<file path="config.mk">
export PLATFORM = sky130hd
export DESIGN_NAME = dmi_test_target
export DESIGN_NICKNAME = d
export VERILOG_FILES = /design/src/rtl/dmi_test_target.sv
export SDC_FILE = /design/constraint.sdc
export NUM_CORES = 1
export LEC_CHECK = 0
export CAP_MARGIN = 20
export CORE_ASPECT_RATIO = 1.2
export CORE_MARGIN = 3
export CORE_UTILIZATION = 30
export DETAILED_ROUTE_END_ITERATION = 8
export PLACE_DENSITY = 0.57
export SLEW_MARGIN = 20
export SYNTH_ARGS = -nofsm -noshare
export SYNTH_HDL_FRONTEND = slang
export SYNTH_SLANG_ARGS = --single-unit
</file>
<file path="constraint.sdc">
create_clock -name clk -period 5.5 [get_ports clk]
set_input_delay 1.375 -clock clk [delete_from_list [all_inputs] [get_ports clk]]
set_output_delay 1.375 -clock clk [all_outputs]
set_load 0.03 [all_outputs]
</file>
<file path="src/rtl/dmi_test_target.sv">
// Multi-cycle DMI target for simulation: rotating pattern register, scratch bank and
// success counter, with programmable response latency and periodic BUSY injection.
module dmi_test_target #(
    parameter int ADDR_WIDTH  = 7,
    parameter int DATA_WIDTH  = 32,
    parameter int NUM_REGS    = 4,
    parameter int LATENCY     = 2,
    parameter int BUSY_PERIOD = 0
) (
    input  logic                  clk,
    input  logic                  rst_n,
    input  logic                  dmi_req_valid,
    output logic                  dmi_req_ready,
    input  logic [ADDR_WIDTH-1:0] dmi_addr,
    input  logic [1:0]            dmi_op,
    input  logic [DATA_WIDTH-1:0] dmi_wdata,
    output logic [DATA_WIDTH-1:0] dmi_rdata,
    output logic [1:0]            dmi_resp,
    output logic                  dmi_rsp_valid
);

    typedef enum logic [1:0] {IDLE, WAIT, RESP} state_t;

    localparam logic [DATA_WIDTH-1:0] PAT      = {(DATA_WIDTH/8){8'hA5}};
    localparam logic [ADDR_WIDTH-1:0] CNT_ADDR = ADDR_WIDTH'(NUM_REGS + 1);
    localparam int                    BW       = (BUSY_PERIOD > 1) ? $clog2(BUSY_PERIOD) : 1;

    state_t                state, state_nxt;
    logic [3:0]            wait_cnt;
    logic [ADDR_WIDTH-1:0] addr_q;
    logic [1:0]            op_q;
    logic [DATA_WIDTH-1:0] wdata_q;
    logic [DATA_WIDTH-1:0] rot;
    logic [DATA_WIDTH-1:0] cnt;
    logic [DATA_WIDTH-1:0] scratch [NUM_REGS];
    logic [BW-1:0]         busy_cnt;

    logic                  accept, commit, busy_hit;
    logic [ADDR_WIDTH-1:0] c_addr;
    logic [1:0]            c_op;
    logic [DATA_WIDTH-1:0] c_wdata;
    logic                  hit_rot, hit_scr, hit_cnt, wr_en;
    logic [DATA_WIDTH-1:0] rd_val, rdata_d;
    logic [1:0]            resp_d;

    // With zero latency the commit edge is the acceptance edge, so decode the live request.
    always_comb begin
        accept   = (state == IDLE) && dmi_req_valid;
        commit   = (LATENCY == 0) ? accept : ((state == WAIT) && (wait_cnt == 4'd0));
        c_addr   = (LATENCY == 0) ? dmi_addr  : addr_q;
        c_op     = (LATENCY == 0) ? dmi_op    : op_q;
        c_wdata  = (LATENCY == 0) ? dmi_wdata : wdata_q;
        busy_hit = (BUSY_PERIOD != 0) && (busy_cnt == BW'(BUSY_PERIOD - 1));
    end

    always_comb begin
        hit_rot = (c_addr == '0);
        hit_cnt = (c_addr == CNT_ADDR);
        hit_scr = !hit_rot && (32'(c_addr) <= NUM_REGS);
        rd_val  = '0;
        if (hit_rot) rd_val = rot;
        if (hit_cnt) rd_val = cnt;
        for (int i = 0; i < NUM_REGS; i++)
            if (c_addr == ADDR_WIDTH'(i + 1)) rd_val = scratch[i];
    end

    always_comb begin
        resp_d  = 2'd0;
        rdata_d = '0;
        wr_en   = 1'b0;
        if (busy_hit) begin
            resp_d = 2'd3;
        end else begin
            case (c_op)
                2'd0: ;
                2'd1: if (hit_rot || hit_scr || hit_cnt) rdata_d = rd_val;
                      else resp_d = 2'd2;
                2'd2: if (hit_rot || hit_scr) wr_en = 1'b1;
                      else resp_d = 2'd2;
                default: resp_d = 2'd2;
            endcase
        end
    end

    always_comb begin
        state_nxt     = state;
        dmi_req_ready = 1'b0;
        dmi_rsp_valid = 1'b0;
        case (state)
            IDLE: begin
                dmi_req_ready = 1'b1;
                if (accept) state_nxt = (LATENCY == 0) ? RESP : WAIT;
            end
            WAIT: if (wait_cnt == 4'd0) state_nxt = RESP;
            RESP: begin
                dmi_rsp_valid = 1'b1;
                state_nxt     = IDLE;
            end
            default: state_nxt = IDLE;
        endcase
    end

    always_ff @(posedge clk) begin
        if (!rst_n) state <= IDLE;
        else        state <= state_nxt;
    end

    always_ff @(posedge clk) begin
        if (!rst_n) begin
            wait_cnt  <= '0;
            addr_q    <= '0;
            op_q      <= '0;
            wdata_q   <= '0;
            rot       <= PAT;
            cnt       <= '0;
            busy_cnt  <= '0;
            dmi_rdata <= '0;
            dmi_resp  <= 2'd0;
            for (int i = 0; i < NUM_REGS; i++)
                scratch[i] <= PAT ^ DATA_WIDTH'(i + 1);
        end else begin
            if (accept) begin
                addr_q   <= dmi_addr;
                op_q     <= dmi_op;
                wdata_q  <= dmi_wdata;
                wait_cnt <= 4'(LATENCY - 1);
            end else if (state == WAIT) begin
                wait_cnt <= wait_cnt - 4'd1;
            end

            // A committed write to ROT wins over that cycle's rotation.
            if (commit && wr_en && hit_rot) rot <= c_wdata;
            else                            rot <= {rot[DATA_WIDTH-2:0], rot[DATA_WIDTH-1]};

            if (commit) begin
                dmi_rdata <= rdata_d;
                dmi_resp  <= resp_d;
                if (resp_d == 2'd0) cnt <= cnt + 1'b1;
                for (int i = 0; i < NUM_REGS; i++)
                    if (wr_en && c_addr == ADDR_WIDTH'(i + 1)) scratch[i] <= c_wdata;
                if (BUSY_PERIOD != 0) busy_cnt <= busy_hit ? '0 : busy_cnt + 1'b1;
            end
        end
    end

endmodule

</file>
==> metrics.md <==
| Metric | Value |
|---|---|
| Met1 WL | 15400 um |
| Vias | 8661 |
| Crit Path Max Fanout | 35 |
| Layout cells sized above 1 | 0.101 |
| Top Layer Used | met4 |
| DIE HEIGHT | 223 um |
| Die Wd | 187 um |
| Die area | 0.0418 mm^2 |
| Final Setup Violations | 0 |
| Syn_nets | 1158 |
| # hold bufs at CTS | 0 |
| Commonest non-fill, non-tap cell in the layout | nand2_1 |
| Peak supply drop | 0.208 mV |
| Avg WL per Cell | 19.5 um |
| Vias in the first global route | 8487 |
| Worst Max-Slew Pin Slew | 1.09 ns |
| EDFF count, synth | 128 |
| TritonRoute pass-1 iters | 5 |
| Most frequent cells in the layout | nand2_1 (192), dfxtp_1 (142), edfxtp_1 (128) |
| Core Region | 0.0388 mm^2 |
| Unrepaired setup endpoints after global routing | false |
| Area Growth Syn to Fin | 19.2% |
| Fin crit period | 3.51 ns |
| CP Class | reg -> reg |
| Leakage | 4.52 nW |
| Final Hold Viols | 0 |
| Clk buf depth | 3 |
| Mapped Area | 0.0118 mm^2 |
| Final WL | 33400 um |
| Crit path max-delay family | simple AND/OR/NAND/NOR gates |
| Crit path max-delay cell type | nor4b_4 |
| DR WL met2 | 15800 um |
| Register bit total from synthesis | 272 |
| PortBufs | 78 |
| Vias/cell | 5.06 |
| Placed Area | 0.0132 mm^2 |
| CP Buf/Inv Count | 2 |
| Rows | 79 |
| Ports | 80 |
| Skew-Pair Late Insertion Delay | 0.56 ns |
| Gate Count Post-Synth | 1111 |
| Syn_area_per_cell | 10.6 um^2 |
| Synth cell types | 57 |
| Routed met3 length | 1290 um |
| N_diodes | 0 |
| Detail Placement HPWL | 21800 um |
| Initial antenna violation count | 0 |
| Critical Path RT | 5.80 ns |
| Final Max Tran Viols | 0 |
| Power per cell area | 332 mW/mm^2 |
| Synthesis Warnings | 0 |
| ANT nets after route | 0 |
| Total track usage | 0.156 |
| CTS resizes | 0 |
| Async set-reset flop share out of synthesis | 0 |
| CP max stage delay | 0.72 ns |
| CP arrival | 3.80 ns |
| Relative slew margins | 0.273 |
| Starting DRT DRC Count | 562 |
| CTS sink cnt | 272 |
| Run status | finished clean |
| CTS tree | yes |
| Num CTS Buffers | 29 |
| Critical Path, Cell by Cell | inv_1 > ha_1 > nor3b_2 > and2_1 > nand3_2 > nor4b_4 > buf_4 > nand2b_1 |
| Root Buffer | clkbuf_16 |
| Final nets | 1208 |
| Final setup margin | 1.99 ns |
| Largest net degree at the start of global routing | 61 |
| Dpl ws | 1.75 ns |
| Main synth FF type | dfxtp_1 |
| Final Cycle Share | 0.637 |
| Clock Skew | 0.0195 ns |
| HP Class | reg -> reg |
| Initial Util | 0.304 |
| Routability cong. | 0.822 |
| Htree depth | 1 |
| Post-synthesis sequential area ratio | 0.569 |
| GRT overflow | 0 |
| Crit path launch type | register |
| Critical Path End Type | register |
| Clock slew at the register clock pins of the worst setup and hold paths | 0.06 ns |
| Design area | 0.0141 mm^2 |
| Setup TNS | 0 ns |
| Postcts setup bufs | 0 |
| Fmax | 0.285 GHz |
| First-pass GRT wire length | 51400 um |
| Maxcap violations | 0 |
| DRC viols | 0 |
sequential cells by signal (all words and copies together) (netlist names), 4 cells and up:
register,count
scratch,128
c_wdata,32
cnt,32
dmi_rdata,32
rot,32
addr_q,7
wait_cnt,4
where the power goes:
part | internal, mW | switching, mW
registers | 2.18 | 0.0811
clock network | 1.13 | 0.815
logic | 0.189 | 0.279
total | 3.50 | 1.18
worst register-to-register path, cell delays in order, from the launching register on:
cell and delay [ns]:
dfxtp_1 0.33, inv_1 0.09, ha_1 0.14, nor3b_2 0.36, and2_1 0.37, nand3_2 0.72
nor4b_4 0.75, buf_4 0.40, nand2b_1 0.10
kinds of logic (layout without fill, tap and decap cells):
family,count (synthesis),after routing,synth area share
AO/OA/AOI/OAI,201,201,0.110
buffers and inverters,92,165,0.0313
adder cells (fa/ha/maj),3,3,0.00317
other,1,1,0.000317
AND/OR/NAND/NOR,468,468,0.202
flip-flops,272,272,0.569
XOR/XNOR,3,3,0.00222
multiplexers,71,71,0.0826
metal layers:
metal  up-vias  global-route usage
li1       4102                   -
met1      4292               0.212
met2       214               0.261
met3        53              0.0174
met4         0              0.0522
met5         -                   0
through the flow:
step                      power (mW)  instances  hold WS [ns]   util
after floorplan                 2.59       1111         0.429      -
after global placement          2.77       1656         0.442  0.339
after detailed placement        2.78       1656         0.448  0.339
after CTS                       4.72       1710         0.457  0.363
after global routing            4.85       1710         0.481  0.363
final                           4.67       1710         0.456  0.363
cells in the mapped netlist (all sizes together), types with 23 or more instances:
library cell,n,area (um^2)
edfxtp,128,3840
clkbuf,60,225
o21ai,23,115
nand2,193,724
nand3,26,135
mux2i,38,380
nor2,43,169
or3,49,307
dfxtp,144,2880
a22oi,33,248
a21oi,82,410
nand2b,41,257
and2,70,438
final cells by class:
class | instances | area [um^2]
clock inverter | 10 | 111
multi-input combinational | 747 | 4790
timing repair buffer | 99 | 933
fill | 3832 | 24800
clock buffer | 44 | 822
inverter | 12 | 46.3
sequential | 272 | 6730
tap | 526 | 658
worst paths after layout:
kind	startpoint	end	slack, ns	depth (start not counted)
hold / removal	rot[27]$_SDFF_PN0_	rot[28]$_SDFF_PN0_	0.46	2
setup reg to reg	wait_cnt[0]$_SDFFE_PN0P_	scratch[0][2]$_SDFFCE_PN1P_	1.99	8
setup / recovery	wait_cnt[0]$_SDFFE_PN0P_	scratch[0][2]$_SDFFCE_PN1P_	1.99	8
hold reg to reg	rot[27]$_SDFF_PN0_	rot[28]$_SDFF_PN0_	0.46	2
(Power assumes the default switching activity.)
==> RTL edit 1 (config.mk and constraints unchanged) <==
The parameter `DATA_WIDTH` goes from 32 to 24.
--- a/src/rtl/dmi_test_target.sv
+++ b/src/rtl/dmi_test_target.sv
@@ -2,7 +2,7 @@
 // success counter, with programmable response latency and periodic BUSY injection.
 module dmi_test_target #(
     parameter int ADDR_WIDTH  = 7,
-    parameter int DATA_WIDTH  = 32,
+    parameter int DATA_WIDTH  = 24,
     parameter int NUM_REGS    = 4,
     parameter int LATENCY     = 2,
     parameter int BUSY_PERIOD = 0
Interface: changed (resized dmi_rdata and dmi_wdata); port bits go from 80 to 64. No check against the original RTL was run, so the function may have changed too.
==> RTL edit 1 against the unedited design <==
Area after synthesis fell by 21%. Cell area decreased by 21%. Routed wire length fell by 26%. Highest routed layer unchanged. Die area shrank 21%. Hold slack worse by 1.6 ps. Worst setup slack better by 310 ps. Largest power group unchanged. Combinational power down 12%. Sequential cell count shrank 64. Power down 21%.
==> RTL edit 1: results (changes against the unedited design) <==
• **Data arrival, critical path** 1820 ps, -1980 ps
• **number of H-tree branching levels** 1, unchanged
• **R2R depth** 6, -2
• **Reg with most FFs** scratch
• **portion of total power attributed to combinational logic** 0.112, +0.012
• **Reg-to-Reg End** scratch[2][7]
• **cells taking the most area after synthesis** edfxtp_1 (31%), dfxtp_1 (24%), nand2_1 (4.5%)
• **vias** 6868, -21%
• **Worst IR Drop VDD** 209.6 µV, +0.92%
• **area of placed instances** 10320 µm², -22%
• **power drawn by the clock network** 1.53 mW, -21%
• **DRC violation total after the first TritonRoute iteration** 454, -19%
• **worst slew margin relative to its limit** 0.3104, +0.03746
• **maximum number of pins on one net before global-route repair** 62, +1.6%
• **placed cell count** 1311, -21%
• **leakage power** 3.472 nW, -23%
• **crit-path leading delay family** buffers and inverters
• **slowest CP cell** clkdlybuf4s50_1
• **worst reg2reg path startpoint** addr_q[1]
• **half-perimeter wire length after detailed placement** 16.10 mm, -26%
• **routed wirelength normalized by instance count** 18.36 µm, -5.9%
• **number of enable flip-flop cells after synthesis** 96, -25%
• **total clock buffers created by CTS** 22, -24%
• **clock insertion delay at the later pin of the skew report** 500 ps, -60 ps
• **number of global-route vias before repair** 6908, -19%
• **number of distinct library cell variants in the gate-level netlist after synthesis** 47, -18%
• **launch instance of the worst min-delay path** dmi_rdata[16]
• **count of input and output buffers** 62, -21%
• **Setup Slack @ Placement** 2221 ps, +473.5 ps
• **WHS** 454.7 ps, -1.561 ps
• **post-synth net total** 950, -18%
• **proportion of total power due to net switching** 0.2517, about the same
• **count of instances resized after the clock tree is built** 0, unchanged
• **wire length of the first global-routing pass** 39.05 mm, -24%
• **most used standard cells in the synthesized netlist** dfxtp_1 (112), nand2_1 (111), edfxtp_1 (96), a21oi_1 (74)
• **FF-to-FF setup slack** 2530 ps, +540 ps
• **Comb. pwr** 410 µW, -12%
• **final weighted congestion in routability-driven placement** 0.8013, -2.5%
• **worst clock skew** 7.451 ps, -12.08 ps
• **endpoint of the worst hold path** dmi_rdata[16]
• **sequential cell area fraction in the yosys report** 0.5514, -0.01754
• **Final Non-Filler Cells** 1351, -21%
• **total track usage** 0.1463, -0.01006
• **mean post-synth cell area** 10.20 µm², -4.1%
• **share of final-layout standard cells stronger than drive strength 1** 0.1134, +0.01207
• **async set-reset flop share out of synthesis** 0, unchanged
• **maximum fanout count along the critical path** 8, -77%
• **Largest register FFs** 96, -25%
• **nets@finish** 984, -19%
• **result of the run** finished, final reports clean
-- RTL edit 1: cell types whose count changed after synthesis, moves of 17 or more --
cell	change
edfxtp_1	-32
nand3_1	+23
or3_1	-46
nor2_1	-28
o21ai_0	+41
mux4_2	-20
o221ai_1	+24
nand2_1	-82
o2bb2ai_1	-21
and2_1	-17
dfxtp_1	-32
-- RTL edit 1: layer usage --
metal  global-route usage  vias to the layer above  share of wire
li1                     -                     3373              -
met1               0.1853                     3326           0.44
met2               0.2561                      123           0.50
met3              0.02047                       46          0.035
met4              0.05348                        0          0.031
met5                    0                        -              0
-- RTL edit 1: worst reg2reg max path: cells and delay by family, from the launching register on --
kind	cells	cell delay [ps]
buffers and inverters	2	590
AND/OR/NAND/NOR	4	1240
flip-flops	1	890
-- RTL edit 1: cell families (layout without fill, tap and decap cells) --
kind of cell               Yosys count  after routing  share of synthesized area
muxes                               47             47                    0.05290
and+or+nand+nor                    362            362                     0.2104
AOI/OAI and AO/OA                  208            208                     0.1448
adders and majority gates            3              3                   0.004039
DFF                                208            208                     0.5514
buffers and inverters               82            132                    0.03607
other                                1              1                  0.0004034
-- RTL edit 1: layout make-up --
| cell class | count | area, µm² |
|---|---|---|
| well taps | 390 | 488.0 |
| clock buffers | 28 | 604.3 |
| fillers | 3023 | 18980 |
| clock inverters | 12 | 140.1 |
| multi-input cells | 621 | 3894 |
| flip-flops and latches | 208 | 5127 |
| repair buffers | 85 | 788.3 |
| inverters | 7 | 26.28 |
-- RTL edit 1: worst max path at each step --
stage | startpoint | to | slack, ps
final | state[0] | dmi_req_ready | 2300
after global routing | state[0] | dmi_req_ready | 2220
after CTS | state[0] | dmi_req_ready | 2270
after detailed placement | rst_n | scratch[2][7] | 2220
after global placement | rst_n | scratch[2][10] | 2240
after floorplan | addr_q[6] | scratch[1][0] | 1930
==> RTL edit 2 (config.mk and constraints unchanged) <==
Made on the original files. Reset style: asynchronous (`rst_n`), changed in 2 clocked blocks.
--- a/src/rtl/dmi_test_target.sv
+++ b/src/rtl/dmi_test_target.sv
@@ -100,12 +100,12 @@
         endcase
     end
 
-    always_ff @(posedge clk) begin
+    always_ff @(posedge clk or negedge rst_n) begin
         if (!rst_n) state <= IDLE;
         else        state <= state_nxt;
     end
 
-    always_ff @(posedge clk) begin
+    always_ff @(posedge clk or negedge rst_n) begin
         if (!rst_n) begin
             wait_cnt  <= '0;
             addr_q    <= '0;
Behaviour: differs if rst_n is asserted again (counterexample within 4 cycles, from zero or initial values and one cycle with rst_n low); with rst_n held inactive, the same outputs for 4 cycles.
==> RTL edit 2 against the unedited design <==
Utilization fell by 0.071 points. Hold slack improved by 20 ps. Worst setup slack improved by 200 ps. Cell area rose by 2.4%. Sequential cell count did not move. Highest routed layer unchanged. Die area rose by 2.3%. Largest cell class unchanged. Area after synthesis rose by 2.4%. Routed wire length fell by 13%. Clock skew fell by 6.8 ps. First-iteration DRC count fell by 42%. Global-route usage fell by 2.0 points.
Power is not compared: it rests on default switching activity, and its combinational part moved more than twofold at a synthesized area within 25%.
==> RTL edit 2: results (changes against the unedited design) <==
• **DRC violation total after the first TritonRoute iteration** 324, -42%
• **number of distinct library cell variants in the gate-level netlist after synthesis** 45, -21%
• **Hold Path Depth** 1, -1
• **result of the run** finished, final reports clean
• **Synth Area in Compound Gates** 0.07987, -0.02997
• **nets@finish** 1109, -8.2%
• **WHS** 476.4 ps, +20.12 ps
• **DRT Pass-1 Iters** 4, -1
• **FF-to-FF setup slack** 2190 ps, +200 ps
• **half-perimeter wire length after detailed placement** 18.12 mm, -17%
• **Filler cells** 3996, +4.3%
• **post-synth net total** 1047, -9.6%
• **maximum fanout count along the critical path** 17, -51%
• **endpoint of the worst hold path** cnt[31]
• **worst slew pin tran** 1050 ps, -39.23 ps
• **async set-reset flop share out of synthesis** 1.000, +1.000
• **final weighted congestion in routability-driven placement** 0.7334, -11%
• **maximum number of pins on one net before global-route repair** 122, +100%
• **sequential cell area fraction in the yosys report** 0.5703, +0.001374
• **Data arrival, critical path** 3740 ps, -60 ps
• **total track usage** 0.1363, -0.02004
• **CP max stage delay** 820 ps, +100 ps
• **most used standard cells in the synthesized netlist** dfrtp_1 (193), mux2_2 (186), nand2_1 (173), dfstp_2 (79), o21ai_0 (67)
• **post-synthesis share of cell area spent on xor and xnor gates** 0.02315, +0.02092
• **wire length reported by the detailed router** 28.99 mm, -13%
• **worst clock skew** 12.74 ps, -6.791 ps
• **Critical Path Start** wait_cnt[0]
• **launch instance of the worst min-delay path** cnt[31]
• **synthesized-area fraction occupied by adder cells** 0.003100, -0.00007479
==> RTL edit 2: cell count changes after synthesis, sizes merged, moves of 44 or more <==
cell	unedited run	this run
dfrtp	0	193
or3	49	0
a21oi	82	3
o21ai	23	67
dfstp	0	79
and2	70	1
mux2	13	192
dfxtp	144	0
edfxtp	128	0
==> RTL edit 2: cells by family after synthesis <==
| group | after synthesis |
|---|---|
| AO/OA/AOI/OAI | 140 |
| XOR/XNOR | 32 |
| adder cells (fa/ha/maj) | 3 |
| buffers and inverters | 75 |
| flip-flops | 272 |
| multiplexers | 224 |
| other | 1 |
| AND/OR/NAND/NOR | 253 |
==> RTL edit 2: routing by layer <==
metal / routed length, µm / track usage
met1: 12620 / 0.1708
met2: 15070 / 0.2485
met3: 865 / 0.01925
met4: 441 / 0.03244
met5: 0 / 0
==> RTL edit 2: final cells by class <==
cell class              instances  area (µm²)  share of cell area
multi-input cells             653        4888              0.3390
clock inverters                13       146.4             0.01015
well taps                     533       666.9             0.04625
clock buffers                  40       847.1             0.05874
flip-flops and latches        272        6912              0.4793
repair buffers                 93       910.9             0.06317
inverters                      13       48.80            0.003384
==> RTL edit 2: stage by stage <==
stage                     cells  worst slack (ps)
after floorplan            1000              3221
after global placement     1564              2174
after detailed placement   1564              2098
after CTS                  1617              2077
after global routing       1617              1836
final                      1617              2191
==> RTL edit 2: power by group through the flow <==
stage	sequential (mW)	clock [mW]	combinational (mW)
after floorplan	2.62	0	1.04
after global placement	2.78	0	1.51
after detailed placement	2.79	0	1.53
after CTS	2.76	2.08	1.53
after global routing	2.81	2.17	1.66
final	2.75	2.02	1.49
